<file path="src/rtl/systolic_scheduler_if.sv">
// Control/status bundle between a systolic-array sequencer and its host.
interface systolic_scheduler_if #(
  parameter int unsigned ROWS = 4
);
  logic            en;
  logic            start;
  logic            reuse_weights;
  logic            invalidate;
  logic [ROWS-1:0] load_weight;
  logic [ROWS-1:0] enable_mult;
  logic            busy;
  logic            done;
  logic            weights_valid;

  modport master (
    output en, start, reuse_weights, invalidate,
    input  load_weight, enable_mult, busy, done, weights_valid
  );

  modport slave (
    input  en, start, reuse_weights, invalidate,
    output load_weight, enable_mult, busy, done, weights_valid
  );
endinterface

</file>
<file path="src/rtl/systolic_scheduler.sv">
// Sequences weight loading and the diagonal compute wavefront of a ROWS x COLS
// systolic array; all outputs are registered.
module systolic_scheduler #(
  parameter int unsigned ROWS       = 4,
  parameter int unsigned COLS       = 4,
  parameter int unsigned PE_LATENCY = 4
) (
  input  logic               clk,
  input  logic               reset,
  systolic_scheduler_if.slave bus
);

  localparam int unsigned C  = (ROWS + COLS - 1) * PE_LATENCY;
  localparam int unsigned CW = $clog2(C + 1);
  localparam logic [ROWS-1:0] MSB_ONLY = ROWS'(1) << (ROWS - 1);

  typedef enum logic [1:0] {ST_IDLE, ST_LOAD, ST_COMPUTE, ST_DONE} state_t;

  state_t          state_q, state_d;
  logic [CW-1:0]   cnt_q, cnt_d;
  logic [CW-1:0]   step_q, step_d;
  logic [ROWS-1:0] lw_q, lw_d;
  logic [ROWS-1:0] em_q, em_d;
  logic            busy_q, busy_d;
  logic            done_q, done_d;
  logic            wv_q, wv_d;

  // Next-state and next-output logic; en=0 holds everything.
  always_comb begin
    state_d = state_q;
    cnt_d   = cnt_q;
    step_d  = step_q;
    lw_d    = lw_q;
    em_d    = em_q;
    busy_d  = busy_q;
    done_d  = done_q;
    wv_d    = wv_q;
    if (bus.en) begin
      lw_d   = '0;
      em_d   = '0;
      busy_d = 1'b0;
      done_d = 1'b0;
      case (state_q)
        ST_IDLE: begin
          if (bus.start) begin
            cnt_d  = '0;
            step_d = '0;
            busy_d = 1'b1;
            if (bus.reuse_weights && wv_q) begin
              state_d = ST_COMPUTE;
              em_d    = MSB_ONLY;
            end else begin
              state_d = ST_LOAD;
              lw_d    = ROWS'(1);
            end
          end
        end
        ST_LOAD: begin
          busy_d = 1'b1;
          if (cnt_q == CW'(ROWS - 1)) begin
            state_d = ST_COMPUTE;
            cnt_d   = '0;
            step_d  = '0;
            em_d    = MSB_ONLY;
            wv_d    = 1'b1;
          end else begin
            cnt_d = cnt_q + CW'(1);
            lw_d  = lw_q << 1;
          end
        end
        ST_COMPUTE: begin
          if (cnt_q == CW'(C - 1)) begin
            state_d = ST_DONE;
            cnt_d   = '0;
            step_d  = '0;
            done_d  = 1'b1;
          end else begin
            busy_d = 1'b1;
            cnt_d  = cnt_q + CW'(1);
            // Wavefront advances one row every PE_LATENCY cycles.
            if (step_q == CW'(PE_LATENCY - 1)) begin
              step_d = '0;
              em_d   = (em_q >> 1) | MSB_ONLY;
            end else begin
              step_d = step_q + CW'(1);
              em_d   = em_q;
            end
          end
        end
        ST_DONE: state_d = ST_IDLE;
        default: state_d = ST_IDLE;
      endcase
      if (bus.invalidate) wv_d = 1'b0;
    end
  end

  always_ff @(posedge clk or posedge reset) begin
    if (reset) begin
      state_q <= ST_IDLE;
      cnt_q   <= '0;
      step_q  <= '0;
      lw_q    <= '0;
      em_q    <= '0;
      busy_q  <= 1'b0;
      done_q  <= 1'b0;
      wv_q    <= 1'b0;
    end else begin
      state_q <= state_d;
      cnt_q   <= cnt_d;
      step_q  <= step_d;
      lw_q    <= lw_d;
      em_q    <= em_d;
      busy_q  <= busy_d;
      done_q  <= done_d;
      wv_q    <= wv_d;
    end
  end

  assign bus.load_weight   = lw_q;
  assign bus.enable_mult   = em_q;
  assign bus.busy          = busy_q;
  assign bus.done          = done_q;
  assign bus.weights_valid = wv_q;

endmodule

</file>
<file path="src/flat_wrapper.sv">
// flat-port wrapper written by rule: the top's interface ports become plain ports
module systolic_scheduler_flat 
#(
  parameter int unsigned ROWS       = 4,
  parameter int unsigned COLS       = 4,
  parameter int unsigned PE_LATENCY = 4
)
  (clk, reset, bus_en, bus_start, bus_reuse_weights, bus_invalidate, bus_load_weight, bus_enable_mult, bus_busy, bus_done, bus_weights_valid);
  systolic_scheduler_if #(.ROWS(ROWS)) bus_i ();
  input  logic clk;
  input  logic reset;
  input wire logic [$bits(bus_i.en)-1:0] bus_en;
  input wire logic [$bits(bus_i.start)-1:0] bus_start;
  input wire logic [$bits(bus_i.reuse_weights)-1:0] bus_reuse_weights;
  input wire logic [$bits(bus_i.invalidate)-1:0] bus_invalidate;
  output wire logic [$bits(bus_i.load_weight)-1:0] bus_load_weight;
  output wire logic [$bits(bus_i.enable_mult)-1:0] bus_enable_mult;
  output wire logic [$bits(bus_i.busy)-1:0] bus_busy;
  output wire logic [$bits(bus_i.done)-1:0] bus_done;
  output wire logic [$bits(bus_i.weights_valid)-1:0] bus_weights_valid;
  assign bus_i.en = bus_en;
  assign bus_i.start = bus_start;
  assign bus_i.reuse_weights = bus_reuse_weights;
  assign bus_i.invalidate = bus_invalidate;
  assign bus_load_weight = bus_i.load_weight;
  assign bus_enable_mult = bus_i.enable_mult;
  assign bus_busy = bus_i.busy;
  assign bus_done = bus_i.done;
  assign bus_weights_valid = bus_i.weights_valid;
  systolic_scheduler #(.ROWS(ROWS), .COLS(COLS), .PE_LATENCY(PE_LATENCY)) u_core (.clk(clk), .reset(reset), .bus(bus_i));
endmodule
</file>
<file path="config.mk">
export PLATFORM = sky130hd
export DESIGN_NAME = systolic_scheduler_flat
export DESIGN_NICKNAME = d
export VERILOG_FILES = /design/src/rtl/systolic_scheduler_if.sv /design/src/rtl/systolic_scheduler.sv /design/src/flat_wrapper.sv
export SDC_FILE = /design/constraint.sdc
export NUM_CORES = 1
export LEC_CHECK = 0
export BUFFER_PORTS_ARGS = -buffer_cell sky130_fd_sc_hd__buf_2
export CAP_MARGIN = 20
export CELL_PAD_IN_SITES_DETAIL_PLACEMENT = 0
export CELL_PAD_IN_SITES_GLOBAL_PLACEMENT = 1
export CORE_MARGIN = 3
export CORE_UTILIZATION = 32
export CTS_CLUSTER_DIAMETER = 40
export DETAILED_ROUTE_END_ITERATION = 10
export PLACE_DENSITY = 0.62
export SLEW_MARGIN = 15
export SYNTH_ARGS = -nofsm -noshare
export SYNTH_HDL_FRONTEND = slang
export SYNTH_SLANG_ARGS = --single-unit
</file>
<file path="constraint.sdc">
create_clock -name clk -period 4.4 [get_ports clk]
set_clock_uncertainty 0.05 [all_clocks]
set_input_delay 0.22 -clock clk [delete_from_list [all_inputs] [get_ports clk]]
set_output_delay 0.22 -clock clk [all_outputs]
set_load 0.01 [all_outputs]
</file>
==> reports/metrics.cfg, run 1 <==
[run_status]
status = complete, no violations

[routing]
wl_per_cell_um = 13.18
detail_route.iter0.violations = 50
via_per_inst = 4.979
routed_wl_um = 2570
first_pass_iters = 4
num_vias = 971
drc = 0
drt.antenna.violating_nets = 0

[critical_path]
r2r_setup_slack_ns = 2.35
startpoint_type = register
cp_top_family = compound AO/OA/AOI/OAI gates
cp_max_fo = 8
crit_required_ns = 4.51
max_stage_delay_ns = 0.38
end_kind = register
worst-path-buf-inv = 1
path_class = register to register
reg2reg_from = u_core.state_q[0]
path_depth = 6
slowest_stage = dfrtp_1
r2r_end = u_core.state_q[1]
r2r_cells = 6
arrival_ns = 2.16
cp_cell_sequence = inv_1, ha_1, nor3_1, o21ai_2, a21oi_1, mux2_2

[cells_and_area]
multi_input_area_sq_um = 621.8
area_growth_pct = 12.85
fin_util_pct = 38.17
seqCellArea_sq_um = 575.6
fill_cells = 397
nets = 160
antenna_cells = 0
drive_gt1_share_pct = 21.77

[logic_synthesis]
synthTopCellsByCount = dfrtp_1 (23), nand2_1 (23), inv_1 (12)
yosys.area.top_type = dfrtp_1
yosysTopAreaCellShare_pct = 45.45
synth_area_per_cell_sq_um = 9.666
yosys-top-cells-area = dfrtp_1 (45%), nand2_1 (6.8%), ha_1 (5.9%), nand3_1 (3.6%), inv_1 (3.6%)
yosysUniqueCellTypes = 39
seq_area_frac_synth_pct = 45.45
synth_area_sq_um = 1266
synth_edf_count = 0
synthArstFlopShare_pct = 100.0
synthCells = 131
synth_nets = 143
synthFlopType = dfrtp_1
ys_seq_elements = 23
ys_warn_count = 0

[clocking]
h-tree-depth = 1
numCtsBuffers = 3
cts-root-buf = clkbuf_8
clkSinkCount = 23
ctsHoldBuffers = 0
clkLatencyLatePin_ns = 0.26
cts_repair_resize_count = 0
clk_pin_slew_ns = 0.08
tritoncts = done
cts_setup_buffers = 0
clk_path_buf_depth = 2

[pwr]
power.share.sequential_pct = 42.2
pwr-share-clk_pct = 17.7
powerDensity_nw_per_um2 = 523.1
comb_power_share_pct = 40.1
vdd_ir_drop_max_v = 0.0001589
switchingPower_w = 0.0002971
power_leakage_nw = 0.6684
internal-power_w = 0.0004503
switching_share_pct = 39.75

[floorplanning]
die_height_um = 68.91
die-area_sq_um = 4748
initial_core_util_pct = 33.82
core-area_sq_um = 3744
num_rows = 22
pin_count = 17
die-width_um = 68.91

[sta]
setup_violations = 0
hold_viol_final = 0
min_period_over_period_pct = 46.58
setup_tns_ns = 0
slew_violations = 0
timing.final.ws_setup_ns = 2.350
tightest_slew_ns = 0.8918
rsz0062_at_grt = false
max_freq_mhz = 487.9
min_period_ns = 2.050
maxSlewHeadroom_pct = 40.48

[grt]
grt_antenna_before_repair = 0
grt_pass1_vias = 929
overflow = 0
grt_max_degree = 24
grt_pass1_wl_um = 4333
grt_use_total_pct = 12.06

[placed_design]
detailed_place_hpwl_um = 1926
dpl_worst_slack_ns = 2.357
place_congestion = 0.7519
port_buffers = 16

[hold_path]
worstHoldPathType = input port to async pin

[job]
cap_violations = 0

-- per-stage QoR --
stage	total power (W)	area (sq um)	hold slack (ns)	std cells
after floorplan	0.0005485	1266	0.1719	131
after global placement	0.0006102	1383	0.3513	191
after detailed placement	0.0006175	1383	0.3579	191
after CTS	0.0007513	1429	0.07605	195
after global routing	0.0008069	1429	0.06744	195
final	0.0007474	1429	0.07601	195
-- power by group through the flow --
stage               clock (W)  combinational [W]  sequential [W]
floorplan                   0           0.000245        0.000304
global placement            0           0.000293        0.000317
detailed placement          0           0.000299        0.000319
CTS                  0.000136           0.000300        0.000316
global route         0.000146           0.000337        0.000324
finish               0.000132           0.000299        0.000316
-- cell usage in the layout, fill, tap and decap left out, types with 2 or more instances in the layout --
master and instances:
a31oi_1 2, buf_2 16, nand2_1 23, a22o_1 3, dfrtp_1 23, or2_2 3, o221ai_1 2, nor2_1 4
nand4_1 4, clkbuf_8 3, mux2_2 2, o22ai_1 4, o21ai_0 5, a21oi_1 2, ha_1 6, a32o_1 3
nand3_1 9, inv_1 12
-- area by class of cell --
class | instances | area share [%]
clock inverters | 1 | 0.3503
inverters | 12 | 3.152
well taps | 48 | 4.203
flip-flops and latches | 23 | 40.28
repair buffers | 16 | 5.604
clock buffers | 3 | 2.890
multi-input cells | 92 | 43.52
-- worst max path at each step --
stage,startpoint,end,slack [ns]
6_report,u_core.state_q[0],u_core.state_q[1],2.35
5_1_grt,u_core.state_q[0],u_core.state_q[1],2.23
4_1_cts,u_core.state_q[0],u_core.state_q[1],2.34
3_5_place_dp,u_core.state_q[0],u_core.state_q[1],2.36
3_3_place_gp,u_core.state_q[0],u_core.state_q[1],2.48
2_1_floorplan,u_core.state_q[0],u_core.state_q[1],2.58
-- per-layer routing --
layer  track usage, %  part of all wire [%]  vias up
met2            18.45                    43       17
li1                 -                     -      501
met1            17.39                    52      449
met4            2.920                  0.70        0
met3            2.431                   4.5        4
met5                0                     0        -
-- state kept, by name, summed over array words and instances, names as in the netlist --
name	cells
u_core.bus.load_weight	4
u_core.step_q	5
u_core.bus.busy	1
u_core.bus.done	1
u_core.cnt_q	5
u_core.state_q	2
u_core.bus.enable_mult	4
u_core.bus.weights_valid	1
-- worst register-to-register path: stages (launching register included) --
cell	delay, ns
dfrtp_1	0.38
inv_1	0.09
ha_1	0.30
nor3_1	0.32
o21ai_2	0.16
a21oi_1	0.27
mux2_2	0.37
-- cells by family after synthesis --
group | after synthesis | synth area share [%]
flops | 23 | 45.45
fa+ha+maj | 6 | 5.929
buf+inv | 16 | 5.434
compound gates | 27 | 15.71
mux | 3 | 2.569
simple gates | 56 | 24.90
Note: power is estimated with default switching activity, not from simulation.
==> run 2, diff against run 1 <==
--- a/config.mk
+++ b/config.mk
@@ -5,6 +5,7 @@
 export SDC_FILE = /design/constraint.sdc
 export NUM_CORES = 1
 export LEC_CHECK = 0
+export ABC_AREA = 1
 export BUFFER_PORTS_ARGS = -buffer_cell sky130_fd_sc_hd__buf_2
 export CAP_MARGIN = 20
 export CELL_PAD_IN_SITES_DETAIL_PLACEMENT = 0
@@ -13,7 +14,7 @@
 export CORE_UTILIZATION = 32
 export CTS_CLUSTER_DIAMETER = 40
 export DETAILED_ROUTE_END_ITERATION = 10
-export PLACE_DENSITY = 0.62
+export PLACE_DENSITY = 0.63
 export SLEW_MARGIN = 15
 export SYNTH_ARGS = -nofsm -noshare
 export SYNTH_HDL_FRONTEND = slang
==> constraint.sdc (replaced) <==
create_clock -name clk -period 1.95 [get_ports clk]
set_clock_uncertainty 0.05 [all_clocks]
set_input_delay 0.0975 -clock clk [delete_from_list [all_inputs] [get_ports clk]]
set_output_delay 0.0975 -clock clk [all_outputs]
set_load 0.01 [all_outputs]
==> reports/metrics.cfg, run 2 <==
[run_status]
status = complete, no violations  ; unchanged

[critical_path]
cp_top_family = flip-flops  ; was compound AO/OA/AOI/OAI gates
max_stage_delay_ns = 0.42  ; was 0.38 ns
r2r_cells = 8  ; was 6
crit_top_cell = nand2_4
slowest_stage = dfrtp_1  ; unchanged
path_depth = 8  ; was 6
startpoint_type = register  ; unchanged
worst-path-buf-inv = 2  ; was 1
arrival_ns = 1.66  ; was 2.16 ns
cp_cell_sequence = inv_1, ha_1, nand2_4, inv_2, nand2_4, nand2_4, nand2_1, o21ai_1  ; was inv_1, ha_1, nor3_1, o21ai_2, a21oi_1, mux2_2
reg2reg_from = u_core.state_q[0]  ; unchanged
end_kind = register  ; unchanged
r2r_setup_slack_ns = 0.44  ; was 2.35 ns
r2r_end = u_core.bus.enable_mult[2]  ; was u_core.state_q[1]
crit_required_ns = 2.10  ; was 4.51 ns
path_class = register to register  ; unchanged
cp_max_fo = 7  ; was 8

[floorplanning]
pin_count = 17  ; unchanged
die-width_um = 70.92  ; was 68.91 um
num_rows = 22  ; unchanged
initial_core_util_pct = 35.00  ; was 33.82%
core-area_sq_um = 3854  ; was 3744 sq um
die-area_sq_um = 5030  ; was 4748 sq um
die_height_um = 70.92  ; was 68.91 um

[hold_path]
min-delay-start = bus_invalidate
worstHoldPathType = input port to register  ; was input port to async pin
whs_endpoint = u_core.bus.weights_valid
worstHoldPathCells = 3

[cells_and_area]
layout_commonest_cell = nand2_1
drive_gt1_share_pct = 22.73  ; was 21.77%
antenna_cells = 0  ; unchanged
nets = 189  ; was 160
area_growth_pct = 13.73  ; was 12.85%
multi_input_area_sq_um = 664.4  ; was 621.8 sq um
seqCellArea_sq_um = 575.6  ; unchanged
mostFrequentLayoutCells = nand2_1 (37), dfrtp_1 (23), nand3_1 (18)  ; was nand2_1 (23), dfrtp_1 (23), buf_2 (16)
top_regs = u_core.cnt_q (5), u_core.step_q (5)  ; unchanged
design_area_sq_um = 1534  ; was 1429 sq um
fill_cells = 395  ; was 397

[clocking]
clkSinkCount = 23  ; unchanged
tritoncts = done  ; unchanged
numCtsBuffers = 3  ; unchanged
ctsHoldBuffers = 1  ; was 0
cts-root-buf = clkbuf_8  ; unchanged
clk_path_buf_depth = 2  ; unchanged
cts_setup_buffers = 0  ; unchanged
clkLatencyLatePin_ns = 0.27  ; was 0.26 ns
h-tree-depth = 1  ; unchanged
clk_pin_slew_ns = 0.09  ; was 0.08 ns
cts_repair_resize_count = 0  ; unchanged

[grt]
grt_pass1_wl_um = 4740  ; was 4333 um
grt_pass1_vias = 1021  ; was 929
grt_antenna_before_repair = 0  ; unchanged
overflow = 0  ; unchanged
grt_use_total_pct = 11.87  ; was 12.06%
grt_max_degree = 24  ; unchanged

[routing]
routed_wl_um = 2730  ; was 2570 um
detail_route.iter0.violations = 61  ; was 50
drt.antenna.violating_nets = 0  ; unchanged
wl_per_cell_um = 12.19  ; was 13.18 um
num_vias = 1041  ; was 971
drc = 0  ; unchanged
via_per_inst = 4.647  ; was 4.979
first_pass_iters = 4  ; unchanged

[sta]
setup_tns_ns = 0  ; unchanged
hold_viol_final = 0  ; unchanged
min_period_over_period_pct = 77.29  ; was 46.58%
min_period_ns = 1.507  ; was 2.050 ns
tightest_slew_ns = 0.3153  ; was 0.8918 ns
maxSlewHeadroom_pct = 78.98  ; was 40.48%
slew_violations = 0  ; unchanged
rsz0062_at_grt = false  ; unchanged
max_freq_mhz = 663.5  ; was 487.9 MHz
setup_violations = 0  ; unchanged

[logic_synthesis]
yosys-top-cells-area = dfrtp_1 (43%), nand2_1 (10%), nand3_1 (6.7%), nand2_4 (5.8%), ha_1 (5.6%)  ; was dfrtp_1 (45%), nand2_1 (6.8%), ha_1 (5.9%), nand3_1 (3.6%), inv_1 (3.6%)
synthArstFlopShare_pct = 100.0  ; unchanged
yosys.area.top_type = dfrtp_1  ; unchanged
yosysTopAreaCellShare_pct = 42.67  ; was 45.45%
synth_area_sq_um = 1349  ; was 1266 sq um
synthFlopType = dfrtp_1  ; unchanged
ys_seq_elements = 23  ; unchanged
synth_nets = 168  ; was 143
synth_edf_count = 0  ; unchanged
synthTopCellsByCount = nand2_1 (37), dfrtp_1 (23), nand3_1 (18)  ; was dfrtp_1 (23), nand2_1 (23), inv_1 (12)
synth_area_per_cell_sq_um = 8.646  ; was 9.666 sq um
seq_area_frac_synth_pct = 42.67  ; was 45.45%
synthCells = 156  ; was 131
ys_warn_count = 0  ; unchanged
yosysMostFrequentCell = nand2_1
yosysUniqueCellTypes = 27  ; was 39

[pwr]
power_leakage_nw = 0.7763  ; was 0.6684 nW
internal-power_w = 0.0009150  ; was 0.0004503 W
switchingPower_w = 0.0006296  ; was 0.0002971 W
power.share.sequential_pct = 40.2  ; was 42.2%
pwr-share-clk_pct = 19.5  ; was 17.7%
switching_share_pct = 40.76  ; was 39.75%
comb_power_share_pct = 40.4  ; was 40.1%
totalPowerFinal_w = 0.001545  ; was 0.0007474 W
powerDensity_nw_per_um2 = 1007  ; was 523.1 nW/um^2
vdd_ir_drop_max_v = 0.0003213  ; was 0.0001589 V

[placed_design]
place_congestion = 0.8082  ; was 0.7519
place_area_sq_um = 1478  ; was 1383 sq um
detailed_place_hpwl_um = 2107  ; was 1926 um
port_buffers = 16  ; unchanged

[job]
cap_violations = 0  ; unchanged

-- run 2: cell count changes after synthesis, sizes merged, moves of 6 or more --
cell	before	now
nor2	4	10
nand3	9	18
nand2	23	47
o21ai	6	14
inv	12	19
-- run 2: metrics by stage --
step	hold WS, ns	worst slack [ns]	std cells	util (%)
floorplan	0.04942	0.6119	156	-
global placement	0.1068	0.4790	219	38.34
detailed placement	0.1144	0.4465	219	38.34
CTS	0.02546	0.4339	224	39.81
global route	0.03541	0.2632	224	39.81
finish	0.03181	0.4428	224	39.81
-- run 2: worst max-delay path by stage --
stage,start,endpoint
global route,u_core.state_q[0],u_core.cnt_q[0]
detailed placement,u_core.state_q[0],u_core.bus.enable_mult[1]
CTS,u_core.state_q[0],u_core.bus.enable_mult[2]
floorplan,u_core.state_q[0],u_core.step_q[1]
finish,u_core.state_q[0],u_core.bus.enable_mult[2]
global placement,u_core.cnt_q[0],u_core.bus.enable_mult[2]
-- run 2: layout make-up --
class | instances | area share [%]
multi-input cells | 111 | 43.31
clock buffers | 3 | 2.692
clock inverters | 1 | 0.3263
repair buffers | 18 | 6.362
flip-flops and latches | 23 | 37.52
well taps | 48 | 3.915
inverters | 20 | 5.873
-- run 2: metal layers --
layer,track usage [%],share of wire [%]
met5,0,0
met4,4.802,0.70
met3,2.273,3.8
met2,17.10,44
met1,17.35,52
-- run 2: worst min-delay path, stage by stage --
cell	delay (ns)
buf_2	0.07
nand2_1	0.04
o21a_1	0.09
-- run 2: cell families after synthesis --
kind of cell / synth area share (%)
AND/OR/NAND/NOR: 33.12
buffers and inverters: 8.071
XOR/XNOR: 1.299
adder cells (fa/ha/maj): 5.566
flip-flops: 42.67
AO/OA/AOI/OAI: 9.276
-- run 2: power groups by stage --
| stage | registers (W) | clock network [W] | logic [W] |
|---|---|---|---|
| after floorplan | 0.000634 | 0 | 0.000472 |
| after global placement | 0.000624 | 0 | 0.000634 |
| after detailed placement | 0.000631 | 0 | 0.000631 |
| after CTS | 0.000622 | 0.000317 | 0.000635 |
| after global routing | 0.000635 | 0.000335 | 0.000713 |
| final | 0.000620 | 0.000300 | 0.000624 |
